`config.mk`:
```
export PLATFORM = sky130hd
export DESIGN_NAME = irrigation_zone_scheduler
export DESIGN_NICKNAME = d
export VERILOG_FILES = /design/src/rtl/irrigation_pkg.sv /design/src/rtl/sec_prescaler.sv /design/src/rtl/irrigation_zone_scheduler.sv
export SDC_FILE = /design/constraint.sdc
export NUM_CORES = 1
export LEC_CHECK = 0
export CORE_AREA = 3 3 113 93
export CTS_BUF_LIST = sky130_fd_sc_hd__clkbuf_2
export DETAILED_ROUTE_END_ITERATION = 16
export DIE_AREA = 0 0 116 96
export SYNTH_ARGS = -nofsm -noshare
export SYNTH_HDL_FRONTEND = slang
export SYNTH_SLANG_ARGS = --single-unit
export TNS_END_PERCENT = 10
```
`constraint.sdc`:
```
create_clock -name CLOCK_50 -period 3.1 [get_ports CLOCK_50]
set_input_delay 0.465 -clock CLOCK_50 [delete_from_list [all_inputs] [get_ports CLOCK_50]]
set_output_delay 0.465 -clock CLOCK_50 [all_outputs]
set_load 0.05 [all_outputs]
```
`src/rtl/irrigation_pkg.sv`:
```
// Shared types, 7-segment patterns and round-robin pick helper for the irrigation scheduler.
package irrigation_pkg;

    typedef enum logic [1:0] {
        IDLE = 2'd0,
        RUN  = 2'd1,
        GAP  = 2'd2
    } state_t;

    // Active-low segments, bit order {g,f,e,d,c,b,a}
    localparam logic [6:0] SEG_A     = 7'b1111110;
    localparam logic [6:0] SEG_B     = 7'b1111101;
    localparam logic [6:0] SEG_C     = 7'b1111011;
    localparam logic [6:0] SEG_D     = 7'b1110111;
    localparam logic [6:0] SEG_E     = 7'b1101111;
    localparam logic [6:0] SEG_F     = 7'b1011111;
    localparam logic [6:0] SEG_G     = 7'b0111111;
    localparam logic [6:0] SEG_MID   = SEG_G;
    localparam logic [6:0] SEG_BLANK = 7'b1111111;

    function automatic logic [2:0] rr_pick(
        input logic [7:0] pend,
        input logic [2:0] ptr,
        input int         n
    );
        logic [2:0] pick;
        logic       found;
        int         idx;
        pick  = '0;
        found = 1'b0;
        for (int i = 1; i <= 8; i++) begin
            idx = (int'(ptr) + i) % n;
            if (i <= n && !found && pend[3'(idx)]) begin
                pick  = 3'(idx);
                found = 1'b1;
            end
        end
        return pick;
    endfunction

    function automatic logic [6:0] anim_seg(input logic [2:0] idx);
        logic [6:0] seg;
        case (idx)
            3'd0:    seg = SEG_A;
            3'd1:    seg = SEG_B;
            3'd2:    seg = SEG_C;
            3'd3:    seg = SEG_D;
            3'd4:    seg = SEG_E;
            3'd5:    seg = SEG_F;
            default: seg = SEG_A;
        endcase
        return seg;
    endfunction

endpackage

```
`src/rtl/sec_prescaler.sv`:
```
// Free-running cycle counter that pulses tick once per CYCLES_PER_SEC cycles.
module sec_prescaler #(
    parameter int CYCLES_PER_SEC = 50000000
) (
    input  logic clk,
    input  logic reset,
    input  logic clr,
    output logic tick
);

    localparam int CW = (CYCLES_PER_SEC > 1) ? $clog2(CYCLES_PER_SEC) : 1;

    logic [CW-1:0] cnt;

    assign tick = (cnt == CW'(CYCLES_PER_SEC - 1));

    always_ff @(posedge clk) begin
        if (reset || clr || tick) begin
            cnt <= '0;
        end else begin
            cnt <= cnt + CW'(1);
        end
    end

endmodule

```
`src/rtl/irrigation_zone_scheduler.sv`:
```
// Round-robin single-pump irrigation scheduler with short/long runs and dead-time gaps.
// Optional sprinkler animation on hex_anim is enabled by defining SPRINKLER_ANIM_EN.
module irrigation_zone_scheduler
    import irrigation_pkg::*;
#(
    parameter int NUM_ZONES      = 4,
    parameter int CYCLES_PER_SEC = 50000000,
    parameter int SHORT_SEC      = 3,
    parameter int LONG_SEC       = 6,
    parameter int GAP_SEC        = 1
) (
    input  logic                         CLOCK_50,
    input  logic                         reset,
    input  logic [NUM_ZONES-1:0]         req_short,
    input  logic [NUM_ZONES-1:0]         req_long,
    input  logic                         cancel,
    output logic [NUM_ZONES-1:0]         valve_en,
    output logic                         pump_en,
    output logic [$clog2(NUM_ZONES)-1:0] active_zone,
    output logic [NUM_ZONES-1:0]         pending,
    output logic                         led_run,
    output logic                         led_idle,
    output logic [6:0]                   hex_anim
);

    localparam int ZW   = $clog2(NUM_ZONES);
    localparam int MAX1 = (LONG_SEC > SHORT_SEC) ? LONG_SEC : SHORT_SEC;
    localparam int MAXS = (MAX1 > GAP_SEC) ? MAX1 : GAP_SEC;
    localparam int SW   = $clog2(MAXS + 1);

    state_t                 state_q, state_d;
    logic [NUM_ZONES-1:0]   pending_q, pending_d;
    logic [NUM_ZONES-1:0]   long_q, long_d;
    logic [ZW-1:0]          rr_q, rr_d;
    logic [ZW-1:0]          zone_q, zone_d;
    logic [SW-1:0]          sec_q, sec_d;
    logic                   run_long_q, run_long_d;
    logic [ZW-1:0]          pick;
    logic [SW-1:0]          run_last;
    logic                   tick;
    logic                   clr;

    assign pick     = ZW'(rr_pick(8'(pending_q), 3'(rr_q), NUM_ZONES));
    assign run_last = run_long_q ? SW'(LONG_SEC - 1) : SW'(SHORT_SEC - 1);
    assign clr      = (state_q == IDLE) || (state_d != state_q);

    sec_prescaler #(
        .CYCLES_PER_SEC(CYCLES_PER_SEC)
    ) u_prescaler (
        .clk  (CLOCK_50),
        .reset(reset),
        .clr  (clr),
        .tick (tick)
    );

    always_comb begin
        state_d    = state_q;
        pending_d  = pending_q;
        long_d     = long_q;
        rr_d       = rr_q;
        zone_d     = zone_q;
        sec_d      = sec_q;
        run_long_d = run_long_q;
        unique case (state_q)
            IDLE: begin
                if (|pending_q) begin
                    state_d         = RUN;
                    zone_d          = pick;
                    rr_d            = pick;
                    run_long_d      = long_q[pick];
                    pending_d[pick] = 1'b0;
                    long_d[pick]    = 1'b0;
                    sec_d           = '0;
                end
            end
            RUN: begin
                if (tick) begin
                    if (sec_q == run_last) begin
                        state_d = GAP;
                        sec_d   = '0;
                    end else begin
                        sec_d = sec_q + SW'(1);
                    end
                end
            end
            GAP: begin
                if (tick) begin
                    if (sec_q == SW'(GAP_SEC - 1)) begin
                        state_d = IDLE;
                        sec_d   = '0;
                    end else begin
                        sec_d = sec_q + SW'(1);
                    end
                end
            end
            default: state_d = IDLE;
        endcase
        // New requests latch after the grant clear, so the running zone can re-queue
        pending_d = pending_d | req_short | req_long;
        long_d    = long_d | req_long;
        if (cancel) begin
            state_d   = IDLE;
            pending_d = '0;
            long_d    = '0;
            sec_d     = '0;
        end
    end

    always_ff @(posedge CLOCK_50) begin
        if (reset) begin
            state_q    <= IDLE;
            pending_q  <= '0;
            long_q     <= '0;
            rr_q       <= ZW'(NUM_ZONES - 1);
            zone_q     <= '0;
            sec_q      <= '0;
            run_long_q <= 1'b0;
        end else begin
            state_q    <= state_d;
            pending_q  <= pending_d;
            long_q     <= long_d;
            rr_q       <= rr_d;
            zone_q     <= zone_d;
            sec_q      <= sec_d;
            run_long_q <= run_long_d;
        end
    end

    assign pump_en     = (state_q == RUN);
    assign valve_en    = pump_en ? (NUM_ZONES'(1) << zone_q) : '0;
    assign active_zone = pump_en ? zone_q : '0;
    assign pending     = pending_q;
    assign led_run     = pump_en;
    assign led_idle    = (state_q == IDLE);

`ifdef SPRINKLER_ANIM_EN
    logic [2:0] anim_q;

    always_ff @(posedge CLOCK_50) begin
        if (reset || state_q == IDLE) begin
            anim_q <= '0;
        end else if (state_q == RUN && tick) begin
            anim_q <= (anim_q == 3'd5) ? 3'd0 : anim_q + 3'd1;
        end
    end

    assign hex_anim = pump_en ? anim_seg(anim_q) : SEG_MID;
`else
    assign hex_anim = SEG_BLANK;
`endif

endmodule
```
==> results of run 1 <==
## synthesized netlist by cell type (all sizes together), types with 4 or more instances
library cell  number  share of area
dfxtp             44           0.38
nor2              47          0.076
nor3              10          0.021
buf               12          0.042
xnor2             14          0.052
nand4              7          0.021
and3               6          0.017
nand2             16          0.026
nand3             14          0.030
o21ai              9          0.019
a21oi             11          0.024
nor4               4          0.020
mux2i              5          0.021
ha                 7          0.037
nor3b              4          0.013
inv               13          0.021
xor2              10          0.037
## layout make-up
cell class	count	area, um^2
Tap cell	119	148.9
Clock inverter	2	11.26
Multi-Input combinational cell	211	1318
Inverter	13	48.80
Fill cell	1036	6854
Clock buffer	6	30.03
Sequential cell	44	880.8
Timing Repair Buffer	24	237.7
## worst paths after layout
check	slack, ps	end	start	cells after the start
setup / recovery	240	valve_en[1]	state_q[1]$_SDFF_PP0_	5
hold / removal	480	u_prescaler.cnt[0]$_SDFF_PP0_	u_prescaler.cnt[0]$_SDFF_PP0_	1
setup reg to reg	1070	pending[2]$_SDFF_PP0_	rr_q[1]$_SDFFE_PP1P_	5
hold reg to reg	480	u_prescaler.cnt[0]$_SDFF_PP0_	u_prescaler.cnt[0]$_SDFF_PP0_	1
## registers in the layout, summed over array words and instances, names as in the netlist
| register | flops |
|---|---|
| rr_q | 2 |
| run_long_q | 1 |
| state_q | 2 |
| u_prescaler.cnt | 26 |
| long_q | 4 |
| sec_q | 3 |
| pending | 4 |
| zone_q | 2 |
## worst max-delay path: cells and delay by family (launching register included)
kind | cells | cell delay, ps
and+or+nand+nor | 2 | 320
buffers and inverters | 2 | 920
DFF | 1 | 400
adders and majority gates | 1 | 370
## stage by stage
stage               utilization  std cells  instance area, um^2
detailed placement       0.2764        411                 2634
finish                   0.2807        419                 2675
global placement         0.2764        411                 2634
CTS                      0.2807        419                 2675
floorplan                     -        283                 2359
global route             0.2807        419                 2675
## metal layers
metal  vias to the layer above  GRT usage  share of wire
li1                        992          -              -
met1                       917     0.1333           0.51
met2                        38     0.1413           0.43
met3                         4    0.01886          0.049
met4                         0    0.02899          0.010
met5                         -          0              0
## power groups by stage
stage / sequential, mW / combinational [mW] / clock (mW)
3_3_place_gp: 0.610 / 0.171 / 0
3_5_place_dp: 0.611 / 0.174 / 0
2_1_floorplan: 0.616 / 0.126 / 0
4_1_cts: 0.600 / 0.175 / 0.255
5_1_grt: 0.604 / 0.187 / 0.278
6_report: 0.600 / 0.174 / 0.240
## cell families (layout without fill, tap and decap cells)
| family | count (synthesis) | in the layout | synth area share |
|---|---|---|---|
| and+or+nand+nor | 130 | 130 | 0.2967 |
| DFF | 44 | 44 | 0.3771 |
| AOI/OAI and AO/OA | 38 | 38 | 0.1071 |
| buffers and inverters | 28 | 45 | 0.06856 |
| xor gates and xnor gates | 24 | 24 | 0.08998 |
| adders and majority gates | 7 | 7 | 0.03749 |
| muxes | 5 | 5 | 0.02143 |
| other | 1 | 7 | 0.001605 |
## placed cells by master (no fill, tap or decap), types with 3 or more instances in the layout
| master | synthesis | layout |
|---|---|---|
| a21oi_1 | 11 | 11 |
| a31oi_1 | 3 | 3 |
| and3_1 | 4 | 4 |
| clkbuf_2 | 1 | 6 |
| clkdlybuf4s50_1 | 0 | 23 |
| conb_1 | 1 | 7 |
| dfxtp_1 | 44 | 44 |
| ha_1 | 7 | 7 |
| inv_1 | 13 | 13 |
| mux2i_1 | 5 | 5 |
| nand2_1 | 16 | 16 |
| nand3_1 | 14 | 14 |
| nand4_1 | 6 | 6 |
| nor2_1 | 47 | 47 |
| nor2b_1 | 3 | 3 |
| nor3_1 | 10 | 10 |
| nor3b_1 | 4 | 4 |
| nor4b_1 | 3 | 3 |
| o21ai_0 | 9 | 9 |
| xnor2_1 | 14 | 14 |
| xor2_1 | 10 | 10 |
==> impl_metrics.tcl, run 1 <==
set metrics [dict create \
    grtUsageTotal 0.09342 \
    finalCritPeriodShare 0.9231 \
    core_um2 9529 \
    overflow 0 \
    tightest_slew_ps 822.2 \
    netlist_area_um2 2336 \
    via_per_inst 4.656 \
    drt_iter0_drc 136 \
    clk_latency_ps 390 \
    slew_headroom 0.4477 \
    cap_viol_max_count 0 \
    layout.nets 317 \
    power.internal_mw 0.6980 \
    path_clk_slew_ps 210 \
    finalPower_mw 1.014 \
    antenna_found_initial 0 \
    dp.final_hpwl_mm 3.758 \
    synthCells 277 \
    whs_ps 484.2 \
    finalHoldViolations 0 \
    comb_power_share 0.172 \
    switching_power_mw 0.3161 \
    worstPathRequired_ps 2630 \
    synth_cell_types 54 \
    crit_path_max_incr_delay_ps 810 \
    synthArstFlopShare 0 \
    wl_per_cell_um 11.86 \
    clock-skew-final_ps 17.45 \
    synthToLayoutAreaGrowth_pct 14.52 \
    dr_total_vias 1951 \
    power.leakage_nw 0.9385 \
    report.final.slew_viol_count 0 \
    setup_viol 0 \
    critPathLaunchType "flop" \
    grt_pass1_wl_mm 8.473 \
    drive_above_1_share 0.06333 \
    yosysSeqAreaShare 0.3771 \
    status "complete, no violations" \
    cp.arrival_ps 2400 \
    post-route-min-period_ps 2862 \
    die_area_um2 11140 \
    clock.fmax_mhz 349.4 \
    io_pins 31 \
    syn_avg_cell_area_um2 8.433 \
    dpl_worst_slack_ps 701.9 \
    start_util 0.2451 \
    cp_max_fo 12 \
    rows 32 \
    htreeDepth 2 \
    ys_ff_latch 44 \
    io_buffers 23 \
    synthFlopType "dfxtp_1" \
    swShare 0.3117 \
    pwr-share-seq 0.592 \
    path_cells "inv_1 > ha_1 > and2_1 > nor2b_1 > clkdlybuf4s50_1" \
    firstDrtPassIters 4 \
    crit_type "reg -> out" \
    ant_nets 0 \
    drc 0 \
    grt_max_degree 27 \
    die-height_um 96 \
    root_buffer "clkbuf_2" \
    totalNegativeSetupSlack_ps 0 \
    postCtsSetupRepairBufs 0 \
    ys_warn_count 0 \
    cts_tree "yes" \
    clockBufferDepth 2 \
    rsz0062_at_grt "false" \
    powerDensity_nw_per_um2 379.1 \
    worst_slack_ps 238.3 \
    cts_resized 0 \
    routed_wl_mm 4.968 \
    gp_congestion 0.7984 \
    ir_drop_mv 0.09961 \
    ctsHoldBuffers 0 \
    cp-end-kind "output pin" \
    die_x_um 116 \
    diodes 0 \
    cts.sinks 44 \
    synth-edff-count 0 \
    pwr-share-clk 0.237 \
    cts_buffers 5 \
    grt_pass1_vias 1767 \
    hold_class "reg -> reg" \
    slowest_stage "clkdlybuf4s50_1" \
]
Note: power is estimated with default switching activity, not from simulation.
==> inputs of run 2 (changes only) <==
Settings changed: ABC_AREA from default to 1, CORE_AREA 3 3 113 93 to 3 3 118 98, DIE_AREA 0 0 116 96 to 0 0 121 101.
==> impl_metrics.tcl, run 2 <==
set metrics [dict create \
    fin_area_um2 2969 \
    syn_avg_cell_area_um2 7.133 \
    diodes 0 \
    crit_type "reg -> out" \
    cp-end-kind "output pin" \
    fin_cells 534 \
    ys_top_cells_by_area "dfxtp_1, nand2_1, inv_1" \
    synth_top_family_by_area "simple AND/OR/NAND/NOR gates" \
    worstPathRequired_ps 2630 \
    worst_slack_ps 265.3 \
    grt_pass1_wl_mm 9.528 \
    ctsHoldBuffers 0 \
    path_clk_slew_ps 240 \
    cts_tree "yes" \
    final_cell_mix "nand2_1, inv_1, nor2_1, dfxtp_1, clkdlybuf4s50_1" \
    io_pins 31 \
    dpl_worst_slack_ps 779.5 \
    synth_commonest_cells "nand2_1, inv_1, dfxtp_1, nor2_1, nand3_1" \
    gp_congestion 0.8375 \
    power.leakage_nw 1.176 \
    finalPower_mw 1.276 \
    core_um2 10590 \
    cp.arrival_ps 2370 \
    dp.final_hpwl_mm 4.193 \
    ys_warn_count 0 \
    finalCritPeriodShare 0.9144 \
    largest_reg_flops 26 \
    synth_xor_area_frac 0.08096 \
    finalHoldViolations 0 \
    root_buffer "clkbuf_2" \
    synthCells 364 \
    tightest_slew_ps 541.8 \
    synth-simple-area-share 0.3696 \
    postCtsSetupRepairBufs 0 \
    synth_top_area_cell "dfxtp_1" \
    routed_wl_mm 5.431 \
    overflow 0 \
    critPathLaunchType "flop" \
    rsz0062_at_grt "false" \
    layout.nets 407 \
    drc 0 \
    slew_headroom 0.6377 \
    seq_area_um2 880.8 \
    whs_ps 459.9 \
    powerDensity_nw_per_um2 429.9 \
    utilization 0.2803 \
    synthArstFlopShare 0 \
    netlist_area_um2 2596 \
    htreeDepth 2 \
    yosysTopAreaCellShare 0.3393 \
    post-route-min-period_ps 2835 \
    totalNegativeSetupSlack_ps 0 \
    muxShareOfSynthArea 0 \
    setup_viol 0 \
    cp_max_fo 8 \
    clock-skew-final_ps 27.83 \
    grt_max_degree 27 \
    synth_compound_area_frac 0.06458 \
    largest_register "u_prescaler.cnt" \
    clk_latency_ps 420 \
    dpl.cell_count 526 \
    wl_per_cell_um 10.17 \
    yosysSeqAreaShare 0.3393 \
    drt_iter0_drc 136 \
    hold_class "reg -> reg" \
    grt_pass1_vias 2076 \
    cap_viol_max_count 0 \
    synth_cell_types 34 \
    ir_drop_mv 0.1472 \
    clock.fmax_mhz 352.8 \
    synth_fa_ha_area_frac 0.03373 \
    synthFlopType "dfxtp_1" \
    drive_above_1_share 0.1308 \
    via_per_inst 4.187 \
    die_area_um2 12220 \
    final_common_cell "nand2_1" \
    ys_ff_latch 44 \
    rows 34 \
    clockBufferDepth 2 \
    cts_resized 0 \
    io_buffers 23 \
    synthToLayoutAreaGrowth_pct 14.36 \
    firstDrtPassIters 4 \
    ant_nets 0 \
    grtUsageTotal 0.09401 \
    multiInputGateArea_um2 1451 \
    status "complete, no violations" \
    dr_total_vias 2236 \
    synth-edff-count 0 \
    n_fill_cell 1173 \
    die-height_um 101 \
    placed_cell_area_um2 2930 \
    cts.sinks 44 \
    start_util 0.2451 \
    synth.most_common_cell "nand2_1" \
    antenna_found_initial 0 \
    report.final.slew_viol_count 0 \
    cts_buffers 5 \
    die_x_um 121 \
]
run 2: cell types whose count changed after synthesis, sizes merged, moves of 5 or more:
cell,previous run,this run
nor2,47,62
inv,13,50
nand2,16,86
xor2,10,15
and3,6,1
xnor2,14,9
mux2i,5,0
nand3,14,25
run 2: worst paths after layout:
path                                                     from                            end  slack (ps)  cells after the start
worst max-delay path                    state_q[1]$_SDFF_PP0_                    valve_en[0]         270                      5
worst min-delay path            u_prescaler.cnt[0]$_SDFF_PP0_  u_prescaler.cnt[0]$_SDFF_PP0_         460                      1
worst max register to register          state_q[0]$_SDFF_PP0_  u_prescaler.cnt[3]$_SDFF_PP0_         890                     10
worst min register to register  u_prescaler.cnt[0]$_SDFF_PP0_  u_prescaler.cnt[0]$_SDFF_PP0_         460                      1
run 2: cell families (layout without fill, tap and decap cells):
kind of cell	Yosys count	count (layout)
flops	44	44
other cells	1	7
buf+inv	61	81
fa+ha+maj	7	7
compound gates	30	30
xor+xnor	24	24
simple gates	197	197
run 2: cell type report:
class	count	area share
Clock buffer	5	0.008428
Clock inverter	3	0.004635
Inverter	50	0.06321
Multi-Input combinational cell	265	0.4888
Sequential cell	44	0.2967
Tap cell	144	0.06068
Timing Repair Buffer	23	0.07754
run 2: per-layer routing:
| metal | part of all wire | GRT usage |
|---|---|---|
| met1 | 0.52 | 0.1339 |
| met2 | 0.44 | 0.1443 |
| met3 | 0.025 | 0.01684 |
| met4 | 0.011 | 0.02875 |
| met5 | 0 | 0 |
run 2: where the power goes:
group          switching, mW  internal [mW]  total [mW]
logic                  0.280          0.126       0.406
registers             0.0383          0.592       0.630
clock network          0.190         0.0506       0.240
total                  0.508          0.769        1.28
run 2: critical path, cell delays in order (launching register included):
cell,delay (ps)
dfxtp_1,410
inv_1,100
ha_1,330
inv_1,130
nor3_1,150
clkdlybuf4s50_1,830
==> RTL change (config.mk and constraints of run 2) <==
Add a define of `SPRINKLER_ANIM_EN`.
--- a/src/rtl/irrigation_zone_scheduler.sv
+++ b/src/rtl/irrigation_zone_scheduler.sv
@@ -1,4 +1,6 @@
 // Round-robin single-pump irrigation scheduler with short/long runs and dead-time gaps.
 // Optional sprinkler animation on hex_anim is enabled by defining SPRINKLER_ANIM_EN.
+`define SPRINKLER_ANIM_EN
+
 module irrigation_zone_scheduler
     import irrigation_pkg::*;
Function: changed (a bounded check fails within 4 cycles, from zero or initial values and one cycle with reset high).
==> RTL change against run 2 <==
- area after synthesis up 12%
- core utilization is 3.7 points higher
- final cell count increased by 13%
- die area stayed put
- worst setup slack got worse by 0.020 ns
- design area is 13% higher
- count of clock-buffer cells in the layout up 1
- non-clock buffer count is 8 higher
- power up 3.0%
- critical path depth did not move
- wire length increased by 15%
- critical path type unchanged
- sequential cell count is 3 higher
==> RTL change: results (changes against run 2) <==
* Most flops, register: u_prescaler.cnt
* Vias in the first global route at 2515 (+21%)
* Leak at 1.35 nW (+15%)
* Placed insts at 593 (+13%)
* Post-Layout Cell Count at 602 (+13%)
* Sequential element share of the synthesized area at 0.324 (-0.0150)
* Max Fanout on Critical Path at 14 (+6)
* Share of cells above drive strength 1 at 0.123 (-0.00823)
* Peak supply drop at 0.000150 V (+2.0%)
* Synth Area in Compound Gates at 0.0699 (+0.00528)
* Worst Skew at 0.0223 ns (-0.00558 ns)
* DRT iter0 DRCs at 105 (-23%)
* Clock buffer depth at 2 (unchanged)
* Final net count at 475 (+17%)
* RR Startpoint: rr_q[0]
* Count of cell types in the netlist at 36 (+5.9%)
* Max reg flops at 26 (unchanged)
* DP Area at 3310 um^2 (+13%)
* First-pass DRT Iterations at 4 (unchanged)
* DPL Wire Length at 4.77 mm (+14%)
* Status: complete, no violations
* Post-synthesis mux area share at 0 (unchanged)
* Relative slew slack at 0.643 (+0.00571)
* Initial antenna violation count at 1 (+1)
* FF-to-FF path depth at 13 (+3)
* GP Congestion at 0.870 (+3.9%)
* Root buffer cell: clkbuf_2
* All-Layer GR Usage at 0.106 (+0.0122)
* Vias per inst at 4.37 (+4.5%)
* PortBufs at 30 (+30%)
* RR Endpoint: long_q[2]
* Top post-synthesis cells by area: dfxtp_1 (32%), nand2_1 (13%), inv_1 (8.7%), nand3_1 (5.2%), nor2_1 (5.0%)
* Synthesized area per cell at 6.76 um^2 (-5.2%)
* CP arrival at 2.39 ns (+0.02 ns)
* Post-Synth XOR/XNOR Area at 0.0634 (-0.0176)
* Synth cell count leaders: nand2_1 (98), inv_1 (67), dfxtp_1 (47)
* Post-synthesis adder-cell area fraction at 0.0345 (+0.000763)
* Fillers at 1163 (-0.85%)
* First-pass GRT wire length at 11.0 mm (+16%)
* DR WL/cell at 10.4 um (+1.8%)
[RTL change: changes by cell type in the layout (fill, tap and decap cells not counted), sizes merged, moves of 5 or more]
cell	run 2	this run
inv	50	71
nand2	86	107
nand4	9	17
clkdlybuf4s50	23	30
conb	7	0
nand3	25	32
a21oi	13	18
[RTL change: cell type report]
class / instances / area [um^2] / share of cell area
multi-input cells: 300 / 1620 / 0.482
flip-flops and latches: 47 / 941 / 0.280
repair buffers: 31 / 308 / 0.0916
inverters: 71 / 267 / 0.0793
well taps: 144 / 180 / 0.0536
clock buffers: 6 / 30.0 / 0.00894
clock inverters: 2 / 12.5 / 0.00372
diodes: 1 / 2.50 / 0.000745
[RTL change: per-stage QoR]
step           hold WS, ns  worst slack, ns  utilization
2_1_floorplan        0.427            0.446            -
5_1_grt              0.515           0.0126        0.317
3_5_place_dp         0.446            0.564        0.313
3_3_place_gp         0.437            0.638        0.313
4_1_cts              0.487           0.0485        0.317
6_report             0.484            0.246        0.317
[RTL change: layer usage]
| layer | share of wire | track usage | up-vias |
|---|---|---|---|
| met2 | 0.44 | 0.166 | 40 |
| met5 | 0 | 0 | - |
| li1 | - | - | 1405 |
| met3 | 0.029 | 0.0208 | 7 |
| met1 | 0.52 | 0.143 | 1181 |
| met4 | 0.017 | 0.0444 | 0 |
[RTL change: critical path, stage by stage, from the launching register on]
cell             delay (ns)
dfxtp_1                0.40
inv_1                  0.12
ha_2                   0.34
inv_1                  0.13
nor3_1                 0.14
clkdlybuf4s50_1        0.83
[RTL change: cell families (layout without fill, tap and decap cells)]
group,Yosys count,count (layout)
AND/OR/NAND/NOR,236,236
buffers and inverters,82,110
flip-flops,47,47
AO/OA/AOI/OAI,35,35
XOR/XNOR,21,21
adder cells (fa/ha/maj),8,8
other,0,1
[RTL change: power breakdown]
part,switching [mW],leakage [nW],internal [mW],total (mW)
sequential,0.0355,0.381,0.629,0.664
combinational,0.267,0.941,0.128,0.394
clock,0.199,0.0290,0.0575,0.256
[RTL change: worst min path at each step]
stage,from,end,slack [ns],cells past startpoint
6_report,u_prescaler.cnt[0],u_prescaler.cnt[0],0.48,1
5_1_grt,u_prescaler.cnt[0],u_prescaler.cnt[0],0.52,1
4_1_cts,u_prescaler.cnt[0],u_prescaler.cnt[0],0.49,1
3_5_place_dp,u_prescaler.cnt[0],u_prescaler.cnt[0],0.45,1
3_3_place_gp,u_prescaler.cnt[0],u_prescaler.cnt[0],0.44,1
2_1_floorplan,u_prescaler.cnt[0],u_prescaler.cnt[0],0.43,1
[RTL change: repair_timing]
action	in CTS	in global routing
resized for setup	0	1
endpoints found under the setup margin	0	6
setup buffers	0	0
